### src/rtl/io_arb_pkg.sv
// Shared constants for the I/O memory arbiter: FSM encoding, owner encoding,
// default burst-length width and the burst word-address helper.
package io_arb_pkg;

   localparam int LEN_W_DEF = 8;

   typedef logic [1:0] state_t;
   localparam logic [1:0] S_IDLE  = 2'd0;
   localparam logic [1:0] S_BURST = 2'd1;
   localparam logic [1:0] S_INTR  = 2'd2;

   localparam logic OWN_CPU = 1'b0;
   localparam logic OWN_DEV = 1'b1;

   // Byte address of word idx in a burst; wraps modulo 2^32.
   function automatic logic [31:0] word_addr(input logic [31:0] base, input logic [29:0] idx);
      return base + {idx, 2'b00};
   endfunction

endpackage

### src/rtl/io_addr_gen.sv
// Burst base register plus word counter; drives the peripheral memory address
// and the current word index.
module io_addr_gen
   import io_arb_pkg::*;
#(
   parameter int LEN_W = LEN_W_DEF
) (
   input  logic             clk,
   input  logic             reset,
   input  logic             load_i,
   input  logic [31:0]      base_i,
   input  logic             inc_i,
   output logic [31:0]      io_addr_o,
   output logic [LEN_W-1:0] dev_idx_o
);

   logic [31:0]      base_q, base_d;
   logic [LEN_W-1:0] cnt_q, cnt_d;

   always_comb begin
      base_d = base_q;
      cnt_d  = cnt_q;
      if (load_i) begin
         base_d = base_i;
         cnt_d  = '0;
      end else if (inc_i) begin
         cnt_d = cnt_q + 1'b1;
      end
   end

   always_ff @(posedge clk) begin
      if (reset) begin
         base_q <= '0;
         cnt_q  <= '0;
      end else begin
         base_q <= base_d;
         cnt_q  <= cnt_d;
      end
   end

   assign io_addr_o = word_addr(base_q, 30'(cnt_q));
   assign dev_idx_o = cnt_q;

endmodule

### src/rtl/io_arbiter.sv
// Shares the single-ported I/O memory between the CPU and a burst peripheral,
// alternating cycles under contention and interrupting after write bursts.
module io_arbiter
   import io_arb_pkg::*;
#(
   parameter int LEN_W = LEN_W_DEF
) (
   input  logic             clk,
   input  logic             reset,
   input  logic             cpu_cs,
   input  logic             cpu_rd,
   input  logic             cpu_wr,
   input  logic [31:0]      cpu_addr,
   input  logic [31:0]      cpu_din,
   output logic [31:0]      cpu_dout,
   output logic             cpu_stall,
   input  logic             dev_req,
   input  logic             dev_wr,
   input  logic [31:0]      dev_addr,
   input  logic [LEN_W-1:0] dev_len,
   input  logic [31:0]      dev_din,
   output logic             dev_gnt,
   output logic             dev_beat,
   output logic [LEN_W-1:0] dev_idx,
   output logic [31:0]      dev_dout,
   output logic             dev_done,
   output logic             intr,
   input  logic             inta,
   output logic             io_cs,
   output logic             io_rd,
   output logic             io_wr,
   output logic [31:0]      io_addr,
   output logic [31:0]      io_din,
   input  logic [31:0]      io_dout
);

   state_t           state_q, state_d;
   logic             last_owner_q, last_owner_d;
   logic [LEN_W-1:0] len_q, len_d;
   logic             dir_q, dir_d;
   logic             done_q, done_d;

   logic             cpu_active, in_burst, cpu_own, dev_own, last_beat, load;
   logic [31:0]      gen_addr;

   io_addr_gen #(.LEN_W(LEN_W)) u_addr_gen (
      .clk       (clk),
      .reset     (reset),
      .load_i    (load),
      .base_i    (dev_addr),
      .inc_i     (dev_own),
      .io_addr_o (gen_addr),
      .dev_idx_o (dev_idx)
   );

   assign cpu_active = cpu_cs & (cpu_rd | cpu_wr);
   assign in_burst   = (state_q == S_BURST);
   assign cpu_own    = in_burst & cpu_active & (last_owner_q == OWN_DEV);
   // A beat is suppressed while reset is held so an aborted burst writes nothing further.
   assign dev_own    = in_burst & ~cpu_own & ~reset;
   assign last_beat  = dev_own & (dev_idx == len_q - 1'b1);

   assign dev_gnt  = in_burst;
   assign dev_beat = dev_own;
   assign dev_done = done_q;
   assign intr     = (state_q == S_INTR);

   always_comb begin
      if (dev_own) begin
         io_cs     = 1'b1;
         io_rd     = ~dir_q;
         io_wr     = dir_q;
         io_addr   = gen_addr;
         io_din    = dev_din;
         dev_dout  = io_dout;
         cpu_dout  = '0;
         cpu_stall = cpu_active;
      end else begin
         io_cs     = cpu_cs;
         io_rd     = cpu_rd;
         io_wr     = cpu_wr;
         io_addr   = cpu_addr;
         io_din    = cpu_din;
         dev_dout  = '0;
         cpu_dout  = io_dout;
         cpu_stall = 1'b0;
      end
   end

   always_comb begin
      state_d      = state_q;
      last_owner_d = last_owner_q;
      len_d        = len_q;
      dir_d        = dir_q;
      done_d       = 1'b0;
      load         = 1'b0;
      case (state_q)
         S_IDLE: begin
            if (dev_req) begin
               if (dev_len != '0) begin
                  load         = 1'b1;
                  len_d        = dev_len;
                  dir_d        = dev_wr;
                  last_owner_d = OWN_CPU;
                  state_d      = S_BURST;
               end else begin
                  done_d = 1'b1;
               end
            end
         end
         S_BURST: begin
            if (cpu_own) begin
               last_owner_d = OWN_CPU;
            end else if (dev_own) begin
               last_owner_d = OWN_DEV;
               if (last_beat) begin
                  done_d  = 1'b1;
                  state_d = dir_q ? S_INTR : S_IDLE;
               end
            end
         end
         S_INTR: begin
            if (inta) state_d = S_IDLE;
         end
         default: state_d = S_IDLE;
      endcase
   end

   always_ff @(posedge clk) begin
      if (reset) begin
         state_q      <= S_IDLE;
         last_owner_q <= OWN_CPU;
         len_q        <= '0;
         dir_q        <= 1'b0;
         done_q       <= 1'b0;
      end else begin
         state_q      <= state_d;
         last_owner_q <= last_owner_d;
         len_q        <= len_d;
         dir_q        <= dir_d;
         done_q       <= done_d;
      end
   end

endmodule
### config.mk
export PLATFORM = sky130hd
export DESIGN_NAME = io_arbiter
export DESIGN_NICKNAME = d
export VERILOG_FILES = /design/src/rtl/io_arb_pkg.sv /design/src/rtl/io_addr_gen.sv /design/src/rtl/io_arbiter.sv
export SDC_FILE = /design/constraint.sdc
export NUM_CORES = 1
export LEC_CHECK = 0
export ABC_AREA = 1
export BUFFER_PORTS_ARGS = -buffer_cell sky130_fd_sc_hd__buf_2
export CELL_PAD_IN_SITES_DETAIL_PLACEMENT = 0
export CELL_PAD_IN_SITES_GLOBAL_PLACEMENT = 1
export CORE_MARGIN = 2
export CORE_UTILIZATION = 26
export CTS_BUF_LIST = sky130_fd_sc_hd__clkbuf_2
export DETAILED_ROUTE_END_ITERATION = 16
export PLACE_DENSITY = 0.87
export SLEW_MARGIN = 20
export SYNTH_ARGS = -nofsm -noshare
export SYNTH_HDL_FRONTEND = slang
export SYNTH_SLANG_ARGS = --single-unit
### constraint.sdc
create_clock -name clk -period 2.57 [get_ports clk]
set_clock_uncertainty 0.05 [all_clocks]
set_input_delay 0.3855 -clock clk [delete_from_list [all_inputs] [get_ports clk]]
set_output_delay 0.3855 -clock clk [all_outputs]
set_load 0.005 [all_outputs]
==> summary by stage, run 1 <==
Yosys
The async set-or-reset flop fraction in the synthesized netlist is 0. The area share of the leading cell type in the synthesized netlist is 0.240. The number of distinct library cells after synthesis is 33. After synthesis the cells add up to about 4500 um2.

Of the synthesized area, sequential elements account for 0.236. In the post-synthesis netlist, the biggest area contributors are nand2_1, dfxtp_1, nor2_1, inv_1, o21ai_0. The count of flip-flops with a built-in enable after synthesis is 0. For this run, the leading register cell type out of synthesis is dfxtp_1.

The synthesized instance count is 833. The net count after synthesis is a little over 1,000. Synthesis inferred 53 register bits. The Yosys step of the flow raised 0 warnings. The largest total area in the synthesized netlist belongs to nand2_1. After synthesis, the mean cell area works out to 5.41 um2.

Power and ir drop
The design draws 2.91 mW. The leakage power total is 4.17 nW. The cell area power density is 410 nW/um2.

The worst ir drop on vdd is 0.000246 V.

STA
The number of slew-limit violations in the final report is 0. At the pin with the least slew margin, the transition time is approximately 560 ps. The shortest clock period the worst path allows after layout is slightly below 3000 ps. For the final routed database, the setup TNS stands at -4890 ps.

Measured against its own limit, the worst slew margin works out to 0.628. In the finished design, the share of the clock period the worst path needs comes to 1.14. The worst setup margin is -354 ps. The final setup violation count is 24. The number of hold-slack violations in the final timing report came to 0. Setup repair after global routing could not meet its margin everywhere. Based on the critical path, the design can be clocked at up to ~0.34 GHz.

Job
Across the run, the number of max-cap violations was 0.

Route
The detailed-route wire length is 19,100 um. The detailed-routing iteration count for the pre-antenna-repair pass is 5. In the final routed layout, each cell accounts on average for 13.8 um.

The routed layout has 6,030 vias. The number of antenna-violating nets in the routed design is 0. The per-cell via count in the routed design is 4.35. The detailed router finished its first iteration with 289 violations. In the routed design, unresolved DRC markers number 0.

Clock network
The H-tree level count is 2. The buffer type at the clock tree root is clkbuf_2. Buffers inserted to repair hold after CTS numbered 0. For this design, the sink count on the clock tree is 53. The CTS buffer count is 5. TritonCTS built the clock tree. The buffer depth of the longest clock path is 2. The clock transition at the registers of the reported paths is 290 ps.

For the worst-skew pair, the clock arrives at the later sink with an insertion delay of 480 ps.

Global routing
The pin count of the biggest net entering global routing is 58. The global-route usage over all layers is 0.190. The via count of the first global-routing pass is roughly 5,500.

The first-pass GRT wire length is 27,800 um. The total overflow left after global routing is 0. The initial antenna violation count came to 5.

Floorplan
The core region area is 17,100 um2. The y dimension of the die is 136 um. The total I/O pin count is 320.

The overall die width is between 100 and 150 um. Row generation in the floorplan step produced 48 rows. For this configuration, the core starts out at a cell density of 0.263. The floorplan step defined a die boundary enclosing 18,400 um2.

Worst setup path
The start-to-end type of the worst setup path is reg2out. The maximum net fanout on the critical path is 8. Data on the critical path arrives at its endpoint at 2490 ps. For this run, the slowest stage of the critical path takes 420 ps. The kind of end point of the critical path is a primary output. Traced cell by cell, the critical path runs through ha_4 > inv_2 > fa_2 > o21ai_2 > nand3b_1 > nand2_4 > buf_4 > a21oi_1 > o31ai_1 > buf_2. STA puts the critical path data required time at 2130 ps.

On the critical path, the stage with the largest delay is an instance of dfxtp_2. The type of element launching the critical path is a flop.

Placement
Counting tap cells, the placed design contains a total of 1,369 instances. The count of buffers added on input and output ports is 319. The cell area after placement is 6480 um2. Prior to clock tree synthesis, the placed netlist has a worst setup slack of 30.6 ps. The placer's final routability congestion estimate is 0.841. The HPWL after detailed placement is approximately 15,000 um.

Layout
The ratio of cells with drive above 1 in the final layout is 0.381. Once layout is complete, the cells apart from fillers number 1,387. The post-layout net count is 1,345. The area added between synthesis and finish is 57.4%. The cell area after layout is 7090 um2.

Worst hold path
The min-delay analysis places its worst path in the category in2reg.

Outcome
The run finished, with violations left. The checks that failed: negative setup slack.
-- per-stage QoR --
stage / utilization / hold WS [ps]
4_1_cts: 0.401 / 53.0
2_1_floorplan: - / 384
6_report: 0.414 / 69.6
3_3_place_gp: 0.379 / 401
3_5_place_dp: 0.379 / 410
5_1_grt: 0.414 / 47.1
-- logic make-up after synthesis --
| logic type | synth area share |
|---|---|
| adders and majority gates | 0.0322 |
| buffers and inverters | 0.137 |
| xor gates and xnor gates | 0.0350 |
| and+or+nand+nor | 0.438 |
| DFF | 0.236 |
| AOI/OAI and AO/OA | 0.122 |
-- sequential cells by signal (all words and copies together), names as in the netlist --
| register | flops |
|---|---|
| u_addr_gen.dev_idx_o | 8 |
| last_owner_q | 1 |
| dev_done | 1 |
| len_q | 8 |
| u_addr_gen.base_q | 32 |
| state_q | 2 |
| dir_q | 1 |
-- what timing repair did --
action                                  in CTS  in global routing
setup buffers                                4                  1
endpoints found under the setup margin      85                108
gates resized for setup                     67                 42
gates cloned                                 0                  2
endpoints found under the hold margin        0                  0
pin swaps                                   14                 13
-- per-layer routing --
metal,share of wire,wire [um],global-route usage
met5,0.00068,13,0
met4,0.022,415,0.0550
met3,0.069,1320,0.0337
met2,0.48,9170,0.338
met1,0.43,8210,0.234
-- area by class of cell --
| class | count | area, um2 |
|---|---|---|
| flip-flops and latches | 53 | 1080 |
| diodes | 3 | 7.51 |
| clock buffers | 5 | 25.0 |
| inverters | 123 | 464 |
| clock inverters | 3 | 65.1 |
| well taps | 225 | 282 |
| repair buffers | 352 | 1940 |
| multi-input cells | 623 | 3220 |
| fillers | 1921 | 10000 |
-- cells in the final DEF (no fill, tap or decap), types with 5 or more instances in the layout --
master,instances
buf_2,319
nand2_1,276
nor2_1,127
inv_1,117
o21ai_0,50
dfxtp_1,39
nand3_1,28
a21oi_1,26
buf_4,26
dfxtp_2,12
o21ai_1,10
nand2_4,9
xor2_1,9
nor3_1,7
ha_4,7
nand2_2,6
inv_2,5
nor2_4,5
nand3_2,5
xnor2_2,5
clkbuf_2,5
-- where the power goes --
| group | switching [mW] | leakage [nW] | internal (mW) |
|---|---|---|---|
| registers | 0.109 | 0.443 | 0.933 |
| clock network | 0.293 | 0.0530 | 0.259 |
| logic | 0.734 | 3.67 | 0.579 |
-- path summary, 6_finish.rpt --
check                        from                    end  slack (ps)  cells past startpoint
min reg2reg          last_owner_q           last_owner_q         440                      2
min                  dev_addr[10]  u_addr_gen.base_q[10]          70                      3
max          u_addr_gen.base_q[2]            io_addr[22]        -350                     10
max reg2reg              len_q[0]             state_q[1]         610                     14
-- synth_stat cells, types with 2 or more instances --
cell and number:
o21bai_1 2, o31ai_1 3, buf_2 17, inv_2 3
nor3_1 7, a211oi_1 2, dfxtp_1 53, nor2_1 135
or2_2 4, clkbuf_1 15, a21oi_1 32, nand2b_1 2
xor2_1 9, nand4_1 4, nand2_2 4, nor4_1 3
nand2_1 288, ha_1 10, o21ai_0 63, nand3b_1 4
xnor2_1 9, inv_1 120, nand3_1 34
-- critical path, delay by kind of cell, from the launching register on --
kind | cells | cell delay, ps
fa+ha+maj | 2 | 490
compound gates | 3 | 440
flops | 1 | 420
buf+inv | 3 | 330
simple gates | 2 | 320
Note: power is estimated with default switching activity, not from simulation.
==> run 2: changes to the inputs <==
--- a/config.mk
+++ b/config.mk
@@ -7,9 +7,10 @@
 export LEC_CHECK = 0
 export ABC_AREA = 1
 export BUFFER_PORTS_ARGS = -buffer_cell sky130_fd_sc_hd__buf_2
+export CAP_MARGIN = 20
 export CELL_PAD_IN_SITES_DETAIL_PLACEMENT = 0
 export CELL_PAD_IN_SITES_GLOBAL_PLACEMENT = 1
-export CORE_MARGIN = 2
+export CORE_MARGIN = 3
 export CORE_UTILIZATION = 26
 export CTS_BUF_LIST = sky130_fd_sc_hd__clkbuf_2
 export DETAILED_ROUTE_END_ITERATION = 16
==> constraint.sdc (replaced) <==
create_clock -name clk -period 2.8 [get_ports clk]
set_clock_uncertainty 0.05 [all_clocks]
set_input_delay 0.42 -clock clk [delete_from_list [all_inputs] [get_ports clk]]
set_output_delay 0.42 -clock clk [all_outputs]
set_load 0.005 [all_outputs]
==> run 2 against run 1 <==
Against the previous run:
- the flow still finishes with violations (negative setup slack)
- wire length up 1.3%
- sequential share of layout area up 0.43 points
- cell count down 0.72%
- final area down 2.0%
- critical path type unchanged
- sequential cell count unchanged
- clock power down 25%
- setup slack better by 150 ps
- core utilization about the same
- total power down 13%
- critical path depth up 2
- sequential power down 8%
- highest routed layer is now met4
- first-iteration DRC count down 10%
==> summary by stage, run 2 (synthesis results as in run 1) <==
Route
The total DRC errors in the routed layout was 0 (unchanged). The detailed-route wire length is 19,400 um (+1.3%). The number of antenna-violating nets in the routed design is 0 (unchanged). The detailed-route wire length per cell was 14.1 um (+2.0%). The per-cell via count in the routed design is 4.41 (+1.5%). The detailed-route via count is 6,077 (+0.78%). The detailed-routing iteration count for the pre-antenna-repair pass was 4 (-1).

The initial detailed-routing violation count was 260 (-10%).

Clock network
The number of clock sinks came to 53 (unchanged). The clock insertion delay at the later pin of the skew report is 470 ps (about the same). The CTS buffer count came to 5 (unchanged).

The buffer depth of the longest clock path is 2 (unchanged). TritonCTS built the clock tree. The clock transition at the registers of the reported paths was 290 ps (about the same). Clock tree synthesis selected as its root buffer the cell clkbuf_2. The H-tree level count came to 2 (unchanged).

Floorplan
The core region area is 16,800 um2 (-2.1%). The effective utilization at floorplan was 0.269 (+0.00560). The die footprint was 18,900 um2 (+3.0%).

The number of rows created at floorplan was 47 (-2.1%). The total I/O pin count is 320 (unchanged). The y dimension of the die was 138 um (+1.5%). The overall die width is 138 um (+1.5%).

Outcome
The checks that failed: negative setup slack. The run finished, with violations left.

Layout
The area taken by multi-input logic gates was 3180 um2 (-1.3%). The number of flip-flops in the largest register is 32 (unchanged). The post-layout net count is 1,341 (-0.30%). The post-layout utilization of the core came to 0.415 (+0.000450). The most frequent standard cell in the layout excluding fill and tap cells is buf_2. The final non-filler cell total came to 1,377 (-0.72%). The area growth from synthesis to layout is 54.3%. In the layout the commonest cells are buf_2, nand2_1, nor2_1. The ratio of cells with drive above 1 in the final layout is 0.383 (+0.00132). The top register by number of flip-flops is u_addr_gen.base_q. The flip-flop and latch area came to 1090 um2 (+0.81%).

The count of filler cells inserted in the layout is 1,897 (-1.2%).

Job
The max-cap check violation count came to 0 (unchanged).

Placement
The total of buffers placed on input and output ports is 319 (unchanged). The placer's final routability congestion estimate is 0.872 (+3.7%). The pre-CTS worst setup slack was 200 ps (+170 ps). The half-perimeter wire length of the detailed placement result is 15,400 um (+2.7%). The total placed cells including tap cells is 1,352 (-1.2%).

Global routing
The initial antenna violation count was 0 (-5). The first-pass GRT wire length is 27,700 um (-0.67%). The global-route usage over all layers came to 0.184 (-0.00563). The sum of overflow across all layers after global routing is 0 (unchanged). The pin count of the biggest net entering global routing is 99 (+71%). The via count of the first global-routing pass is 5,350 (-2.5%).

STA
Setup repair after global routing could not meet its margin everywhere. The final setup violation count is 9 (-63%). The remaining max-slew budget at the tightest pin is 0.450 (-0.179). The worst setup margin is -206 ps (+148 ps).

Based on the critical path, the design can be clocked at up to 0.333 GHz. Subtracting the final worst setup slack from the clock period gives 3010 ps. The transition time at the pin with the least slew margin was 818 ps (+261 ps). The number of hold-slack violations in the final timing report was 0 (unchanged). The number of slew-limit violations in the final report is 0 (unchanged).

The final worst-path cycle share is 1.07.

Worst setup path
STA classifies the critical path startpoint as a flop. The required time of the critical path came to 2330 ps (+200 ps). STA classifies the critical path endpoint as a primary output. The endpoint arrival time on the critical path is 2540 ps (+50 ps). The start-to-end type of the worst setup path is reg2out. The maximum net fanout on the critical path is 7 (-1).

Power and ir drop
The cell area power density is 364 nW/um2 (-11%). The worst ir drop on vdd is 0.000320 V (+30%). The leakage power total is 4.08 nW (-2.2%).

Worst hold path
The tightest min-delay check is of the in2reg type.
## run 2: cell count changes in the layout (fill, tap and decap cells not counted), moves of 3 or more
cell / delta
nand2_4: -3
buf_6: +3
o21ai_0: +6
nand2_2: +3
buf_4: -4
o21ai_1: -7
xnor2_2: -3
dfxtp_1: -3
xnor2_1: +3
## run 2: repair_timing
action / in CTS / in global routing
pin swaps: 14 / 20
hold buffers: 0 / 0
hold endpoints to repair: 0 / 0
setup buffers: 10 / 5
setup endpoints to repair: 23 / 25
resized for setup: 46 / 55
## run 2: through the flow
stage          hold slack, ps  TNS (ps)  total power [mW]  cell area [um2]
3_3_place_gp              405         0              2.07             6370
3_5_place_dp              406         0              2.08             6370
5_1_grt                  73.6     -3610              2.76             6940
6_report                  116     -1330              2.53             6950
4_1_cts                  82.9     -1350              2.54             6700
2_1_floorplan             384         0              1.58             4500
## run 2: power by group
part | leakage (nW) | internal, mW | switching [mW]
combinational | 3.59 | 0.495 | 0.658
sequential | 0.445 | 0.854 | 0.104
clock | 0.0432 | 0.156 | 0.260
## run 2: worst max-delay path: stages, from the launching register on
cell and delay [ps]:
dfxtp_2 410, ha_4 270, nand2_2 80, inv_1 60, nand3_1 130, nand3b_1 170
nand2_4 120, buf_4 160, buf_6 100, or2_2 260, nand3_1 100, nand2_1 70
buf_2 120
## run 2: final timing paths
check / endpoint / slack [ps] / startpoint / depth (start not counted)
max: io_addr[14] / -210 / u_addr_gen.dev_idx_o[4] / 12
min: u_addr_gen.base_q[15] / 120 / dev_addr[15] / 3
max reg2reg: state_q[1] / 870 / len_q[0] / 14
min reg2reg: u_addr_gen.base_q[31] / 440 / u_addr_gen.base_q[31] / 2
## run 2: area by class of cell
cell class,count,area share
Antenna cell,2,0.000720
Clock buffer,6,0.00432
Clock inverter,2,0.00558
Inverter,123,0.0665
Multi-Input combinational cell,623,0.457
Sequential cell,53,0.157
Tap cell,220,0.0396
Timing Repair Buffer,348,0.269
## run 2: metal layers
metal / global-route usage / up-vias / part of all wire
met2: 0.326 / 221 / 0.48
met1: 0.234 / 2647 / 0.42
met3: 0.0314 / 18 / 0.079
met5: 0 / - / 0
li1: - / 3191 / -
met4: 0.0382 / 0 / 0.014
